--- src/rtl/spi_pkg.sv ---
// Shared types and constants for the system-clocked SPI slave.
package spi_pkg;

    localparam int unsigned SYNC_STAGES   = 2;
    localparam int unsigned MIN_CLK_RATIO = 8;

    typedef enum logic [1:0] {
        IDLE,
        LOAD,
        SHIFT
    } spi_state_e;

    typedef struct packed {
        logic sample_rise;
        logic shift_rise;
    } edge_roles_t;

    // Leading edge is a rise when CPOL=0; CPHA picks whether we sample on it or shift on it.
    function automatic edge_roles_t decode_roles(input bit cpol, input bit cpha);
        edge_roles_t r;
        r.sample_rise = (cpol == cpha);
        r.shift_rise  = (cpol != cpha);
        return r;
    endfunction

endpackage

--- src/rtl/spi_slave_sync_if.sv ---
// Word-level handshake between the SPI slave and the register/stream logic.
interface spi_slave_sync_if #(
    parameter int unsigned DATA_W = 8
);
    logic [DATA_W-1:0] slave_tx_data;
    logic              slave_tx_valid;
    logic              slave_tx_ack;
    logic [DATA_W-1:0] slave_rx_data;
    logic              slave_rx_valid;
    logic              slave_underrun;
    logic              slave_frame_err;

    modport slave (
        input  slave_tx_data, slave_tx_valid,
        output slave_tx_ack, slave_rx_data, slave_rx_valid, slave_underrun, slave_frame_err
    );

    modport master (
        output slave_tx_data, slave_tx_valid,
        input  slave_tx_ack, slave_rx_data, slave_rx_valid, slave_underrun, slave_frame_err
    );
endinterface

--- src/rtl/spi_sync_edge.sv ---
// N-flop synchroniser for an asynchronous pin with rise/fall pulses from one extra flop.
module spi_sync_edge
    import spi_pkg::*;
#(
    parameter int unsigned STAGES = SYNC_STAGES
) (
    input  logic clk_i,
    input  logic d_i,
    output logic rise_c_o,
    output logic fall_c_o
);

    logic [STAGES-1:0] sync_q;
    logic              last_q;

    // No reset: the chain always tracks the live pin, so a reset never fakes an edge.
    always_ff @(posedge clk_i) begin
        sync_q <= {sync_q[STAGES-2:0], d_i};
        last_q <= sync_q[STAGES-1];
    end

    assign rise_c_o =  sync_q[STAGES-1] & ~last_q;
    assign fall_c_o = ~sync_q[STAGES-1] &  last_q;

endmodule

--- src/rtl/spi_slave_sync.sv ---
// SPI slave running entirely on slave_clk; SCK/SS/MOSI are oversampled pins.
module spi_slave_sync
    import spi_pkg::*;
#(
    parameter int unsigned       DATA_W     = 8,
    parameter bit                CPOL       = 1'b0,
    parameter bit                CPHA       = 1'b0,
    parameter bit                MSB_FIRST  = 1'b1,
    parameter logic [DATA_W-1:0] DEFAULT_TX = '1
) (
    input  logic              slave_clk,
    input  logic              slave_reset,
    input  logic              slave_sck,
    input  logic              slave_ss,
    input  logic              slave_mosi,
    output logic              slave_miso,
    output logic              slave_miso_oe,
    spi_slave_sync_if.slave   bus
);

    localparam int unsigned       CNT_W    = $clog2(DATA_W);
    localparam int unsigned       OUT_IDX  = MSB_FIRST ? DATA_W - 1 : 0;
    localparam logic [CNT_W-1:0]  LAST_BIT = CNT_W'(DATA_W - 1);
    localparam edge_roles_t       ROLES    = decode_roles(CPOL, CPHA);

    logic sck_rise, sck_fall, ss_rise, ss_fall;
    logic [SYNC_STAGES-1:0] mosi_sync_q;
    logic mosi_s;

    spi_sync_edge #(.STAGES(SYNC_STAGES)) u_sck_sync (
        .clk_i    (slave_clk),
        .d_i      (slave_sck),
        .rise_c_o (sck_rise),
        .fall_c_o (sck_fall)
    );

    spi_sync_edge #(.STAGES(SYNC_STAGES)) u_ss_sync (
        .clk_i    (slave_clk),
        .d_i      (slave_ss),
        .rise_c_o (ss_rise),
        .fall_c_o (ss_fall)
    );

    always_ff @(posedge slave_clk) begin
        mosi_sync_q <= {mosi_sync_q[SYNC_STAGES-2:0], slave_mosi};
    end
    assign mosi_s = mosi_sync_q[SYNC_STAGES-1];

    logic sample_ev, shift_ev;
    assign sample_ev = ROLES.sample_rise ? sck_rise : sck_fall;
    assign shift_ev  = ROLES.shift_rise  ? sck_rise : sck_fall;

    spi_state_e        state_q, state_d;
    logic [CNT_W-1:0]  bit_cnt_q, bit_cnt_d;
    logic [DATA_W-1:0] tx_shift_q, tx_shift_d;
    logic [DATA_W-1:0] rx_shift_q, rx_shift_d;
    logic [DATA_W-1:0] rx_data_q, rx_data_d;
    logic              rx_valid_q, rx_valid_d;
    logic              tx_ack_q, tx_ack_d;
    logic              underrun_q, underrun_d;
    logic              frame_err_q, frame_err_d;
    logic              miso_oe_q, miso_oe_d;
    logic              skip_q, skip_d;

    logic [DATA_W-1:0] rx_next, tx_adv, tx_fill;

    always_comb begin
        state_d     = state_q;
        bit_cnt_d   = bit_cnt_q;
        tx_shift_d  = tx_shift_q;
        rx_shift_d  = rx_shift_q;
        rx_data_d   = rx_data_q;
        rx_valid_d  = 1'b0;
        tx_ack_d    = 1'b0;
        underrun_d  = 1'b0;
        frame_err_d = 1'b0;
        miso_oe_d   = miso_oe_q;
        skip_d      = skip_q;

        rx_next = MSB_FIRST ? {rx_shift_q[DATA_W-2:0], mosi_s} : {mosi_s, rx_shift_q[DATA_W-1:1]};
        tx_adv  = MSB_FIRST ? {tx_shift_q[DATA_W-2:0], 1'b0}   : {1'b0, tx_shift_q[DATA_W-1:1]};
        tx_fill = bus.slave_tx_valid ? bus.slave_tx_data : DEFAULT_TX;

        case (state_q)
            IDLE: begin
                if (ss_fall) begin
                    state_d = LOAD;
                end
            end
            LOAD: begin
                tx_shift_d = tx_fill;
                tx_ack_d   = bus.slave_tx_valid;
                underrun_d = ~bus.slave_tx_valid;
                bit_cnt_d  = '0;
                miso_oe_d  = 1'b1;
                skip_d     = CPHA;
                state_d    = SHIFT;
            end
            SHIFT: begin
                if (sample_ev) begin
                    rx_shift_d = rx_next;
                    if (bit_cnt_q == LAST_BIT) begin
                        // Word done: publish it and present the next word's first bit immediately.
                        rx_data_d  = rx_next;
                        rx_valid_d = 1'b1;
                        bit_cnt_d  = '0;
                        tx_shift_d = tx_fill;
                        tx_ack_d   = bus.slave_tx_valid;
                        underrun_d = ~bus.slave_tx_valid;
                        skip_d     = 1'b1;
                    end else begin
                        bit_cnt_d = bit_cnt_q + CNT_W'(1);
                    end
                end else if (shift_ev) begin
                    // The shift right after a (re)load would discard the bit just presented.
                    if (skip_q) begin
                        skip_d = 1'b0;
                    end else begin
                        tx_shift_d = tx_adv;
                    end
                end
            end
            default: begin
                state_d = IDLE;
            end
        endcase

        // Deselect wins over everything; a word completing in the same cycle still counts.
        if (ss_rise) begin
            frame_err_d = (state_q == SHIFT) && (bit_cnt_d != '0);
            state_d     = IDLE;
            miso_oe_d   = 1'b0;
            tx_shift_d  = '0;
            bit_cnt_d   = '0;
            skip_d      = 1'b0;
            tx_ack_d    = 1'b0;
            underrun_d  = 1'b0;
        end
    end

    always_ff @(posedge slave_clk) begin
        if (slave_reset) begin
            state_q     <= IDLE;
            bit_cnt_q   <= '0;
            tx_shift_q  <= '0;
            rx_shift_q  <= '0;
            rx_data_q   <= '0;
            rx_valid_q  <= 1'b0;
            tx_ack_q    <= 1'b0;
            underrun_q  <= 1'b0;
            frame_err_q <= 1'b0;
            miso_oe_q   <= 1'b0;
            skip_q      <= 1'b0;
        end else begin
            state_q     <= state_d;
            bit_cnt_q   <= bit_cnt_d;
            tx_shift_q  <= tx_shift_d;
            rx_shift_q  <= rx_shift_d;
            rx_data_q   <= rx_data_d;
            rx_valid_q  <= rx_valid_d;
            tx_ack_q    <= tx_ack_d;
            underrun_q  <= underrun_d;
            frame_err_q <= frame_err_d;
            miso_oe_q   <= miso_oe_d;
            skip_q      <= skip_d;
        end
    end

    // tx_shift is cleared whenever the slave is deselected, so miso idles low.
    assign slave_miso          = tx_shift_q[OUT_IDX];
    assign slave_miso_oe       = miso_oe_q;
    assign bus.slave_tx_ack    = tx_ack_q;
    assign bus.slave_rx_data   = rx_data_q;
    assign bus.slave_rx_valid  = rx_valid_q;
    assign bus.slave_underrun  = underrun_q;
    assign bus.slave_frame_err = frame_err_q;

endmodule

--- src/flat_wrapper.sv ---
// flat-port wrapper written by rule: the top's interface ports become plain ports
module spi_slave_sync_flat import spi_pkg::*;
#(
    parameter int unsigned       DATA_W     = 8,
    parameter bit                CPOL       = 1'b0,
    parameter bit                CPHA       = 1'b0,
    parameter bit                MSB_FIRST  = 1'b1,
    parameter logic [DATA_W-1:0] DEFAULT_TX = '1
)
  (slave_clk, slave_reset, slave_sck, slave_ss, slave_mosi, slave_miso, slave_miso_oe, bus_slave_tx_data, bus_slave_tx_valid, bus_slave_tx_ack, bus_slave_rx_data, bus_slave_rx_valid, bus_slave_underrun, bus_slave_frame_err);
  spi_slave_sync_if #(.DATA_W(DATA_W)) bus_i ();
  input  logic slave_clk;
  input  logic slave_reset;
  input  logic slave_sck;
  input  logic slave_ss;
  input  logic slave_mosi;
  output logic slave_miso;
  output logic slave_miso_oe;
  input wire logic [$bits(bus_i.slave_tx_data)-1:0] bus_slave_tx_data;
  input wire logic [$bits(bus_i.slave_tx_valid)-1:0] bus_slave_tx_valid;
  output wire logic [$bits(bus_i.slave_tx_ack)-1:0] bus_slave_tx_ack;
  output wire logic [$bits(bus_i.slave_rx_data)-1:0] bus_slave_rx_data;
  output wire logic [$bits(bus_i.slave_rx_valid)-1:0] bus_slave_rx_valid;
  output wire logic [$bits(bus_i.slave_underrun)-1:0] bus_slave_underrun;
  output wire logic [$bits(bus_i.slave_frame_err)-1:0] bus_slave_frame_err;
  assign bus_i.slave_tx_data = bus_slave_tx_data;
  assign bus_i.slave_tx_valid = bus_slave_tx_valid;
  assign bus_slave_tx_ack = bus_i.slave_tx_ack;
  assign bus_slave_rx_data = bus_i.slave_rx_data;
  assign bus_slave_rx_valid = bus_i.slave_rx_valid;
  assign bus_slave_underrun = bus_i.slave_underrun;
  assign bus_slave_frame_err = bus_i.slave_frame_err;
  spi_slave_sync #(.DATA_W(DATA_W), .CPOL(CPOL), .CPHA(CPHA), .MSB_FIRST(MSB_FIRST), .DEFAULT_TX(DEFAULT_TX)) u_core (.slave_clk(slave_clk), .slave_reset(slave_reset), .slave_sck(slave_sck), .slave_ss(slave_ss), .slave_mosi(slave_mosi), .slave_miso(slave_miso), .slave_miso_oe(slave_miso_oe), .bus(bus_i));
endmodule
--- config.mk ---
export PLATFORM = sky130hd
export DESIGN_NAME = spi_slave_sync_flat
export DESIGN_NICKNAME = d
export VERILOG_FILES = /design/src/rtl/spi_pkg.sv /design/src/rtl/spi_slave_sync_if.sv /design/src/rtl/spi_sync_edge.sv /design/src/rtl/spi_slave_sync.sv /design/src/flat_wrapper.sv
export SDC_FILE = /design/constraint.sdc
export NUM_CORES = 1
export LEC_CHECK = 0
export CORE_UTILIZATION = 40
export CTS_BUF_LIST = sky130_fd_sc_hd__clkbuf_4
export CTS_CLUSTER_SIZE = 20
export DETAILED_ROUTE_END_ITERATION = 8
export HOLD_SLACK_MARGIN = 0.08
export PLACE_DENSITY = 0.68
export SYNTH_ARGS = -nofsm -noshare
export SYNTH_HDL_FRONTEND = slang
export SYNTH_SLANG_ARGS = --single-unit
--- constraint.sdc ---
create_clock -name slave_clk -period 2 [get_ports slave_clk]
set_clock_uncertainty 0.15 [all_clocks]
set_input_delay 0.4 -clock slave_clk [delete_from_list [all_inputs] [get_ports slave_clk]]
set_output_delay 0.4 -clock slave_clk [all_outputs]
set_load 0.05 [all_outputs]
# ---- After elaboration in Yosys (flattened, before gate mapping)
# Index checks and enable logic that the tools add are counted.
# W data, S select, Z words.
dict set report op_classes {
  n_eq_ne 7
  shift 0
  div 0
  add_sub_neg 1
  bitwise 12
  muxes 22
  order_cmp 0
  mul 0
  reduce_logical 12
}
# cell n
set ops {}
lappend ops {{$mux W8} 5}
lappend ops {{$pmux W8 S2} 1}
lappend ops {{$mux W1} 8}
lappend ops {{$not A1 Y1} 8}
lappend ops {{$mux W3} 2}
lappend ops {{$pmux W1 S2} 3}
lappend ops {{$pmux W2 S3} 1}
lappend ops {{$pmux W3 S2} 1}
lappend ops {{$reduce_and A3 Y1} 2}
lappend ops {{$and A1 B1 Y1} 4}
lappend ops {{$reduce_and A2 Y1} 2}
lappend ops {{$reduce_and A4 Y1} 1}
lappend ops {{$reduce_or A2 Y1} 2}
lappend ops {{$add A3 B1 Y3 const B} 1}
lappend ops {{$eq A3 B3 Y1 const B} 1}
lappend ops {{$ne A3 B1 Y1 const B} 1}
lappend ops {{$ne A3 B2 Y1 const B} 1}
lappend ops {{$ne A3 B3 Y1 const B} 1}
lappend ops {{$reduce_bool A3 Y1} 1}
lappend ops {{$reduce_or A3 Y1} 1}
lappend ops {{$eq A2 B1 Y1 const B} 1}
lappend ops {{$eq A2 B2 Y1 const B} 1}
lappend ops {{$logic_not A2 Y1} 1}
lappend ops {{$mux W2} 1}
lappend ops {{other kinds (3)} 3}
dict set report word_totals {
  reg_bits 42
  mem_bits_rw 0
  n_memories 0
  latchBits 0
  rom_bits 0
}

# ---- Longest topological paths before layout
dict set report logic_depth {
  ltp_word 6
  depth_mapped 7
}

# ---- Modules after synthesis
# Synthesis repeated with hierarchy kept, for this count alone.
dict set report unflattened {
  cells_unflattened 181
  hier_area_um2 1649.1
}
# mod instances area_each_um2 seq_area_each_um2 cells_per_inst
set modules_own_cells {}
lappend modules_own_cells {spi_slave_sync 1 1498.9 720.7 171}
lappend modules_own_cells {spi_sync_edge 2 75.1 60.1 5}

# ---- Worst setup path before layout
# OpenSTA, ideal clock, no wires.
dict set report synth_timing {
  kind {reg-to-reg}
  start {reg u_core.bit_cnt_q[0]}
  end {reg u_core.tx_shift_q[1]}
  stages_incl_launch_ff 7
  arrival_ns 1.473
  path_slack_ns 0.253
  n_path_buf 0
  setup_ns 0.124
  cell_sequence {dfxtp_1 -> ha_1 -> ha_1 -> and3b_1 -> o31a_2 -> o311ai_1 -> a21oi_1}
}
dict set report synth_via {
  elab_chain_len 3
}
# item line
set synth_rtl {}
lappend synth_rtl {{start, declared} spi_slave_sync.sv:54} ;# logic [CNT_W-1:0] bit_cnt_q, bit_cnt_d;
lappend synth_rtl {{start signal, assigned} spi_slave_sync.sv:156} ;# bit_cnt_q <= bit_cnt_d;
lappend synth_rtl {{$eq A3 B3 Y1} spi_slave_sync.sv:102} ;# if (bit_cnt_q == LAST_BIT) begin
lappend synth_rtl {{$ne A3 B3 Y1 (no line)} n/a}
lappend synth_rtl {{$reduce_and A4 Y1 (no line)} n/a}
lappend synth_rtl {{end signal, assigned} spi_slave_sync.sv:157} ;# tx_shift_q <= tx_shift_d;
lappend synth_rtl {{end, declared} spi_slave_sync.sv:55} ;# logic [DATA_W-1:0] tx_shift_q, tx_shift_d;
# No other way between the ends.
# A chain may end at the register's enable or synchronous reset.

# ---- Worst setup path in the final report
dict set report layout_timing {
  start {reg u_core.bit_cnt_q[0]}
  end {reg u_core.tx_shift_q[2]}
}
# The elaborated chain is that of the path after synthesis.

==> qor.yml <==
final_layout:
  nets: 236
  fin_util: 0.5074
  num_antenna_cells: 0
  finalInstanceArea_sq_um: 2029
  syn2layout_area_growth_pct: 20.95
  layout-drive-gt1-share: 0.1389
  n_fill_cell: 410
sta:
  rsz0062_at_grt: "no"
  max_freq_mhz: 532.7
  final.setup.tns_ps: 0
  post-route-period-util: 0.9386
  fin_ws_ps: 122.8
  final-max-slew-violation-count: 0
  final_hold_viol_count: 0
  relSlewSlack: 0.6430
  finalSetupViolations: 0
  fin_crit_ps: 1877
  timing_worst_slew_pin_value_ps: 535.6
clock_network:
  cts-root-buf: "clkbuf_4"
  clock-sinks: 42
  cts_tree: "yes"
  cts_made_buffers: 5
  cts-htree-levels: 2
  postCtsHoldBufs: 0
  cts_setup_buffers: 0
  clk_pin_slew_worst_paths_ps: 110
  cts.path.max_buffers: 2
  clkLatencyLatePin_ps: 340
setup_path:
  rrSetupSlack_ps: 120
  startpoint_type: "register"
  cp.required_ps: 2060
  crit_path_end_kind: "register"
  crit_arrival_ps: 1940
  critical_path_class: "reg2reg"
  path_max_fanout: 7
pwr:
  p_seq_frac: 0.580
  swShare: 0.2201
  p_switching_mw: 0.3293
  p_leak_nw: 0.7437
  comb_power_share: 0.085
  vdd_drop_max_mv: 0.2757
  p_per_area_nw_per_um2: 737.2
  intPower_mw: 1.167
  clkPwrFrac: 0.335
run_status:
  status: "finished clean"
floorplanning:
  fp-row-count: 23
  core_sq_um: 4000
  initial_core_util: 0.4195
  die_y_microns: 66.77
  die-area_sq_um: 4458
  io_pins: 28
  die_x_microns: 66.77
global_route:
  grt_max_degree: 19
  first_global_vias: 1217
  antenna_found_initial: 0
  track_usage: 0.1677
  grt_first_pass_wirelength_microns: 5547
  grt_overflow: 0
synth:
  synth-main-ff-cell: "dfxtp_1"
  synthTopCellsByArea: "dfxtp_1 (50%), nand2_1 (7.8%), a21oi_1 (6.9%)"
  ys_types: 35
  ys_ff_latch: 42
  yosysTopAreaCell: "dfxtp_1"
  synthArstFlopShare: 0
  syn-num-nets: 206
  synth-edff-count: 0
  netlist_instances: 186
  synth.yosys.seq_area_share: 0.5011
  syn-mean-instance-area_sq_um: 9.021
  netlist_area_sq_um: 1678
  yosys.area.top_type_share: 0.5011
  ys_warn_count: 0
drt:
  drcViolationCount: 0
  first_iter_violations: 108
  via_count: 1384
  firstDrtPassIters: 4
  routed_via_density: 5.203
  routed_wl_microns: 3322
  wl_per_cell_microns: 12.49
  ant_nets: 0
worst_hold_path:
  hp-class: "reg2reg"
place:
  post-place-ws_ps: 130.9
  place_area_sq_um: 1961
  portBuffers: 27
  hpwl_microns: 2267
  gp_congestion: 0.8128
job:
  cap_violations: 0
[Yosys cell counts, types with 3 or more instances]
| cell type | count |
|---|---|
| o311ai_1 | 7 |
| or3_1 | 7 |
| dfxtp_1 | 42 |
| a21oi_1 | 23 |
| ha_1 | 6 |
| nand3_1 | 8 |
| inv_1 | 5 |
| nor2_1 | 15 |
| buf_2 | 4 |
| nand2_1 | 35 |
| a31oi_1 | 3 |
[path summary, 6_finish.rpt]
| kind | from | end | cells after the start |
|---|---|---|---|
| max reg2reg | u_core.bit_cnt_q[0] | u_core.tx_shift_q[2] | 6 |
| max | u_core.bit_cnt_q[0] | u_core.tx_shift_q[2] | 6 |
| min | u_core.u_sck_sync.sync_q[0] | u_core.u_sck_sync.sync_q[1] | 0 |
| min reg2reg | u_core.u_sck_sync.sync_q[0] | u_core.u_sck_sync.sync_q[1] | 0 |
[final cells by class]
class,count,area (sq um),share of cell area
clock buffer,5,37.54,0.01850
clock inverter,2,33.78,0.01665
inverter,6,22.52,0.01110
multi-input combinational,130,764.5,0.3767
sequential,42,840.8,0.4143
tap,50,62.56,0.03083
timing repair buffer,31,267.8,0.1319
[power by group through the flow]
stage	combinational (mW)	sequential, mW	clock, mW
finish	0.127	0.868	0.501
CTS	0.128	0.869	0.522
detailed placement	0.127	0.887	0
global route	0.140	0.872	0.556
floorplan	0.0737	0.892	0
global placement	0.127	0.887	0
[cell families after synthesis]
logic type / synth area share
mux: 0.005966
simple gates: 0.2230
compound gates: 0.1820
buf+inv: 0.04325
fa+ha+maj: 0.04474
flops: 0.5011
[sequential cells by signal (all words and copies together), names as in the netlist, 2 cells and up]
signal                    flops
u_core.state_q                2
u_core.rx_shift_q             7
u_core.tx_shift_q             8
u_core.mosi_sync_q            2
u_core.u_ss_sync.sync_q       2
u_core.bus.slave_rx_data      8
u_core.u_sck_sync.sync_q      2
u_core.bit_cnt_q              3
[layout by cell type (no fill, tap or decap), types with 2 or more instances in the layout]
| cell type | n |
|---|---|
| nand3b_1 | 2 |
| dlygate4sd2_1 | 2 |
| nor2_1 | 15 |
| a31oi_1 | 3 |
| nand2_1 | 35 |
| nor2_2 | 2 |
| ha_1 | 6 |
| a21oi_1 | 23 |
| a22oi_1 | 2 |
| clkdlybuf4s50_1 | 13 |
| buf_4 | 16 |
| and3b_1 | 2 |
| o2bb2ai_1 | 2 |
| nand3_1 | 8 |
| clkbuf_4 | 5 |
| o311ai_1 | 7 |
| or3_1 | 7 |
| dfxtp_1 | 42 |
| inv_1 | 5 |
[critical path, cell delays in order (launching register included)]
cell and delay (ps):
dfxtp_1 350, ha_1 200, ha_1 220, and3b_1 240, o31a_2 400, o311ai_1 100
a21oi_1 100
[stage by stage]
step	hold slack (ps)	total power, mW	std cells
3_5_place_dp	163.2	1.014	259
4_1_cts	189.2	1.518	266
3_3_place_gp	160.7	1.014	259
2_1_floorplan	159.6	0.9658	186
5_1_grt	198.1	1.568	266
6_report	185.6	1.496	266
[layer usage]
metal / part of all wire / track usage
met5: 0 / 0
met2: 0.46 / 0.2563
met4: 0.017 / 0.07181
met3: 0.039 / 0.05137
met1: 0.48 / 0.2159
[what timing repair did]
| action | 4_1_cts | 5_1_grt |
|---|---|---|
| resized for setup | 2 | 0 |
| endpoints found under the hold margin | 0 | 0 |
| endpoints found under the setup margin | 2 | 0 |
Note: power is estimated with default switching activity, not from simulation.
==> RTL edit 1 (same settings) <==
`MSB_FIRST` is set to 1'b1 in 2 places; all go to 1'b0.
--- a/src/rtl/spi_slave_sync.sv
+++ b/src/rtl/spi_slave_sync.sv
@@ -5,7 +5,7 @@
     parameter int unsigned       DATA_W     = 8,
     parameter bit                CPOL       = 1'b0,
     parameter bit                CPHA       = 1'b0,
-    parameter bit                MSB_FIRST  = 1'b1,
+    parameter bit                MSB_FIRST  = 1'b0,
     parameter logic [DATA_W-1:0] DEFAULT_TX = '1
 ) (
     input  logic              slave_clk,
--- a/src/flat_wrapper.sv
+++ b/src/flat_wrapper.sv
@@ -4,7 +4,7 @@
     parameter int unsigned       DATA_W     = 8,
     parameter bit                CPOL       = 1'b0,
     parameter bit                CPHA       = 1'b0,
-    parameter bit                MSB_FIRST  = 1'b1,
+    parameter bit                MSB_FIRST  = 1'b0,
     parameter logic [DATA_W-1:0] DEFAULT_TX = '1
 )
   (slave_clk, slave_reset, slave_sck, slave_ss, slave_mosi, slave_miso, slave_miso_oe, bus_slave_tx_data, bus_slave_tx_valid, bus_slave_tx_ack, bus_slave_rx_data, bus_slave_rx_valid, bus_slave_underrun, bus_slave_frame_err);
Check against the original RTL: not equivalent (Yosys sat finds a counterexample within 10 cycles, from zero or initial values and one cycle with slave_reset high).
==> RTL edit 1 against the unedited design <==
  * Sequential power about the same
  * Total power up 1.9%
  * Worst setup slack worse by 0.025 ns
  * Final area up 0.74%
  * Count of clock-buffer cells in the layout unchanged
  * Routed wire length down 2.6%
  * Area after synthesis up 0.15%
  * Sequential cell count unchanged
  * Critical endpoint is now u_core.tx_shift_q[5]
  * Highest routed layer unchanged
==> RTL edit 1: results (changes against the unedited design) <==
Outcome
  – Status: finished clean

Setup path
  – CP Max Fanout: 7 (unchanged)
  – Register-to-Register Path Depth: 6 (unchanged)
  – Critical Path Start: u_core.bit_cnt_q[0]
  – Critical Path AT: 1.98 ns (+0.04 ns)

Cells and area
  – Nets: 237 (+0.42%)
  – Share of cells above drive strength 1: 0.147 (+0.00790)
  – N_diodes: 0 (unchanged)

Logic synthesis
  – Most frequent cells after synthesis: dfxtp_1, nand2_1, a21oi_1, nor2_1, nand3_1
  – Top_reg_cell synth: dfxtp_1
  – Ys Warns: 0 (unchanged)
  – Syn_area_per_cell: 9.03 µm² (+0.15%)
  – Post-synthesis sequential area ratio: 0.500 (-0.000746)
  – Top cells by area, synth: dfxtp_1, nand2_1, a21oi_1, ha_1, o311ai_1
  – Asr flop ratio synth: 0 (unchanged)
  – Syn_nets: 206 (unchanged)
  – Number of distinct library cells after synthesis: 36 (+2.9%)

Place
  – HPWL after DPL: 2.23 mm (-1.6%)
  – Dpl cells: 260 (+0.39%)
  – Placer Congestion: 0.758 (-6.7%)
  – Port bufs: 27 (unchanged)
  – Worst slack at placement: 0.137 ns (+0.00596 ns)

Clock tree
  – Clk_lat worst skew: roughly 0.35 ns
  – CTS Buf Count: 5 (unchanged)
  – CTS root buffer: clkbuf_4
  – Clk slew on worst S/H paths: 0.11 ns (about the same)
  – CTS H-tree lvls: 2 (unchanged)
  – CTS Buffer Depth: 2 (unchanged)

Global routing
  – Number of global-route vias before repair: 1211 (-0.49%)
  – Global-route wire length before repair: 5.38 mm (-3.0%)
  – Pin count of the biggest net entering global routing: 18 (-1)
  – All-Layer GR Usage: 0.162 (-0.00618)
  – Initial antenna violation count: 0 (unchanged)

Routing
  – DRT Pass-1 Iters: 4 (unchanged)
  – Drt wl/cell: 12.1 µm (-3.3%)
  – Antenna Nets Post-Route: 0 (unchanged)
  – Drt via density: 5.02 (-3.5%)
  – DRT iter0 DRCs: 87 (-19%)
  – Routed WL: 3.24 mm (-2.6%)

Pwr
  – Peak VDD IR: 0.389 mV (+41%)
  – Static Leak: 0.000758 µW (+1.9%)

Worst hold path
  – Min-delay worst type: flip-flop to flip-flop
  – Hold Path Depth: 0 (unchanged)
  – Worst Min Path Start: u_core.mosi_sync_q[0]

Timing
  – Least-Margin Pin Slew: 0.503 ns (-0.0329 ns)
-- RTL edit 1: cell count changes in the layout (fill, tap and decap cells not counted) --
cell           before  now
dlygate4sd2_1       2    3
clkinv_2            0    2
clkinv_1            1    0
-- RTL edit 1: path summary, 6_finish.rpt --
| check | slack [ns] | end |
|---|---|---|
| worst max-delay path | 0.1 | u_core.tx_shift_q[5] |
| worst min-delay path | 0.19 | u_core.mosi_sync_q[1] |
| worst max register to register | 0.1 | u_core.tx_shift_q[5] |
| worst min register to register | 0.19 | u_core.mosi_sync_q[1] |
-- RTL edit 1: per-layer routing --
metal | global-route usage | share of wire
met2 | 0.247 | 0.45
met5 | 0 | 0
met3 | 0.0360 | 0.038
met1 | 0.212 | 0.50
met4 | 0.0798 | 0.0099
-- RTL edit 1: repair_timing --
item                                    4_1_cts  5_1_grt
gates resized for setup                       3        0
buffers inserted                              0        0
endpoints found under the setup margin        3        0
hold buffers                                  0        0
-- RTL edit 1: critical path: stages (launching register included) --
cell	delay (ns)
dfxtp_1	0.35
ha_1	0.21
ha_1	0.23
and3b_1	0.24
o31a_2	0.41
o311ai_1	0.10
a21oi_1	0.10
-- RTL edit 1: metrics by stage --
| step | total power [µW] | instance area (µm²) | util |
|---|---|---|---|
| 2_1_floorplan | 966 | 1680 | - |
| 3_3_place_gp | 1010 | 1970 | 0.489 |
| 3_5_place_dp | 1010 | 1970 | 0.489 |
| 4_1_cts | 1540 | 2040 | 0.507 |
| 5_1_grt | 1590 | 2040 | 0.507 |
| 6_report | 1530 | 2040 | 0.507 |
-- RTL edit 1: report_power, final --
part / switching [µW] / internal (µW) / leakage, µW
registers: 12.0 / 856 / 0.000342
clock network: 270 / 259 / 0.0000450
logic: 69.6 / 58.1 / 0.000371
-- RTL edit 1: logic make-up (layout without fill, tap and decap cells) --
group	Yosys count	count (layout)	share of synthesized area
AO/OA/AOI/OAI	44	44	0.182
adder cells (fa/ha/maj)	6	6	0.0447
buffers and inverters	14	46	0.0447
flip-flops	42	42	0.500
multiplexers	1	1	0.00596
AND/OR/NAND/NOR	79	79	0.223
-- RTL edit 1: cell type report --
| cell class | count | area, µm² |
|---|---|---|
| Clock buffer | 5 | 37.5 |
| Clock inverter | 3 | 40.0 |
| Fill cell | 393 | 1980 |
| Inverter | 6 | 22.5 |
| Multi-Input combinational cell | 130 | 764 |
| Sequential cell | 42 | 841 |
| Tap cell | 50 | 62.6 |
| Timing Repair Buffer | 32 | 277 |
==> RTL edit 2 (config.mk and constraints unchanged) <==
Without the edit above. Make the reset (`slave_reset`) asynchronous in one clocked block.
--- a/src/rtl/spi_slave_sync.sv
+++ b/src/rtl/spi_slave_sync.sv
@@ -138,7 +138,7 @@
         end
     end
 
-    always_ff @(posedge slave_clk) begin
+    always_ff @(posedge slave_clk or posedge slave_reset) begin
         if (slave_reset) begin
             state_q     <= IDLE;
             bit_cnt_q   <= '0;
Check against the original RTL: differs if slave_reset is asserted again (counterexample within 10 cycles, from zero or initial values and one cycle with slave_reset high); with slave_reset held inactive, the same outputs for 10 cycles.
==> RTL edit 2 against the unedited design <==
  * Sequential cell count unchanged
  * Routed wire length increased by 4.2%
  * Global-route usage decreased by 0.18 points
  * Area after synthesis increased by 6.9%
  * Cell count decreased by 8.6%
  * Worst setup slack improved by 0.021 ns
  * Final area increased by 7.1%
  * Highest routed layer unchanged
Power is not compared: it rests on default switching activity, and its combinational part moved more than twofold at a synthesized area within 25%.
==> RTL edit 2: results (changes against the unedited design) <==
Routing
  – DRT iter0 DRCs: 93 (-14%)
  – Drt via density: 5.25 (+0.84%)
  – Drt wl/cell: 14.2 µm (+14%)
  – Routed WL: 3.46 mm (+4.2%)

Setup path
  – Critical Path Start: u_core.bit_cnt_q[0]
  – Slowest library cell on the worst path: dfrtp_1
  – Critical Path AT: 1.99 ns (+0.05 ns)
  – Reg-to-reg setup timing slack: 0.14 ns (+0.02 ns)
  – Max stage delay on crit path: 0.42 ns (+0.02 ns)
  – Register-to-Register Path Depth: 7 (+1)
  – Critical path capture point: u_core.tx_shift_q[4]

Worst hold path
  – WHS Endpoint: u_core.u_ss_sync.sync_q[1]
  – Min-delay worst type: flip-flop to flip-flop
  – Worst Min Path Start: u_core.u_ss_sync.sync_q[0]

Global routing
  – Global-route wire length before repair: 5.59 mm (+0.76%)
  – Grt met2 use: 0.273 (+0.0167)
  – Met1 usage: 0.195 (-0.0207)
  – Met3 Use GR: 0.0576 (+0.00620)

Logic synthesis
  – Asr flop ratio synth: 0.810 (+0.810)
  – Mapped Cells: 156 (-16%)
  – Top cells by area, synth: dfrtp_1, dfxtp_1, nand2_1, mux2_1, mux2i_1
  – Most frequent cells after synthesis: dfrtp_1, nand2_1, inv_1, nor2_1
  – Top_reg_cell synth: dfrtp_1

Place
  – DP Area: 0.00211 mm² (+7.7%)
  – Placer Congestion: 0.875 (+7.6%)
  – Worst slack at placement: 0.109 ns (-0.0221 ns)
  – Dpl cells: 235 (-9.3%)

Pwr
  – Gate power share: 0.363

Timing
  – Final setup margin: 0.144 ns (+0.0209 ns)

Outcome
  – Status: finished clean

Cells and area
  – Share of cells above drive strength 1: 0.181 (+0.0425)

Clock tree
  – Cts repair resizes: 1 (-1)
==> RTL edit 2: cell count changes in the layout (fill, tap and decap cells not counted), sizes merged, moves of 9 or more <==
cell / delta
mux2: +9
nand2: -10
dfxtp: -34
a21oi: -21
dfrtp: +34
inv: +9
==> RTL edit 2: area by class of cell <==
type                       instances  area [µm²]
clock buffer                       6        45.0
clock inverter                     2        8.76
fill                             376        1970
inverter                          15        56.3
multi-input combinational         95         708
sequential                        42        1010
tap                               50        62.6
timing repair buffer              33         282
==> RTL edit 2: metal layers <==
| metal | wire, µm | share of wire | vias to the layer above |
|---|---|---|---|
| met3 | 172 | 0.050 | 4 |
| met5 | 0 | 0 | - |
| met4 | 36 | 0.010 | 0 |
| li1 | - | - | 617 |
| met2 | 1710 | 0.49 | 29 |
| met1 | 1550 | 0.45 | 625 |
==> RTL edit 2: logic make-up after synthesis <==
kind of cell,share of synthesized area
simple gates,0.129
flops,0.563
compound gates,0.128
buf+inv,0.0474
mux,0.0976
fa+ha+maj,0.0349
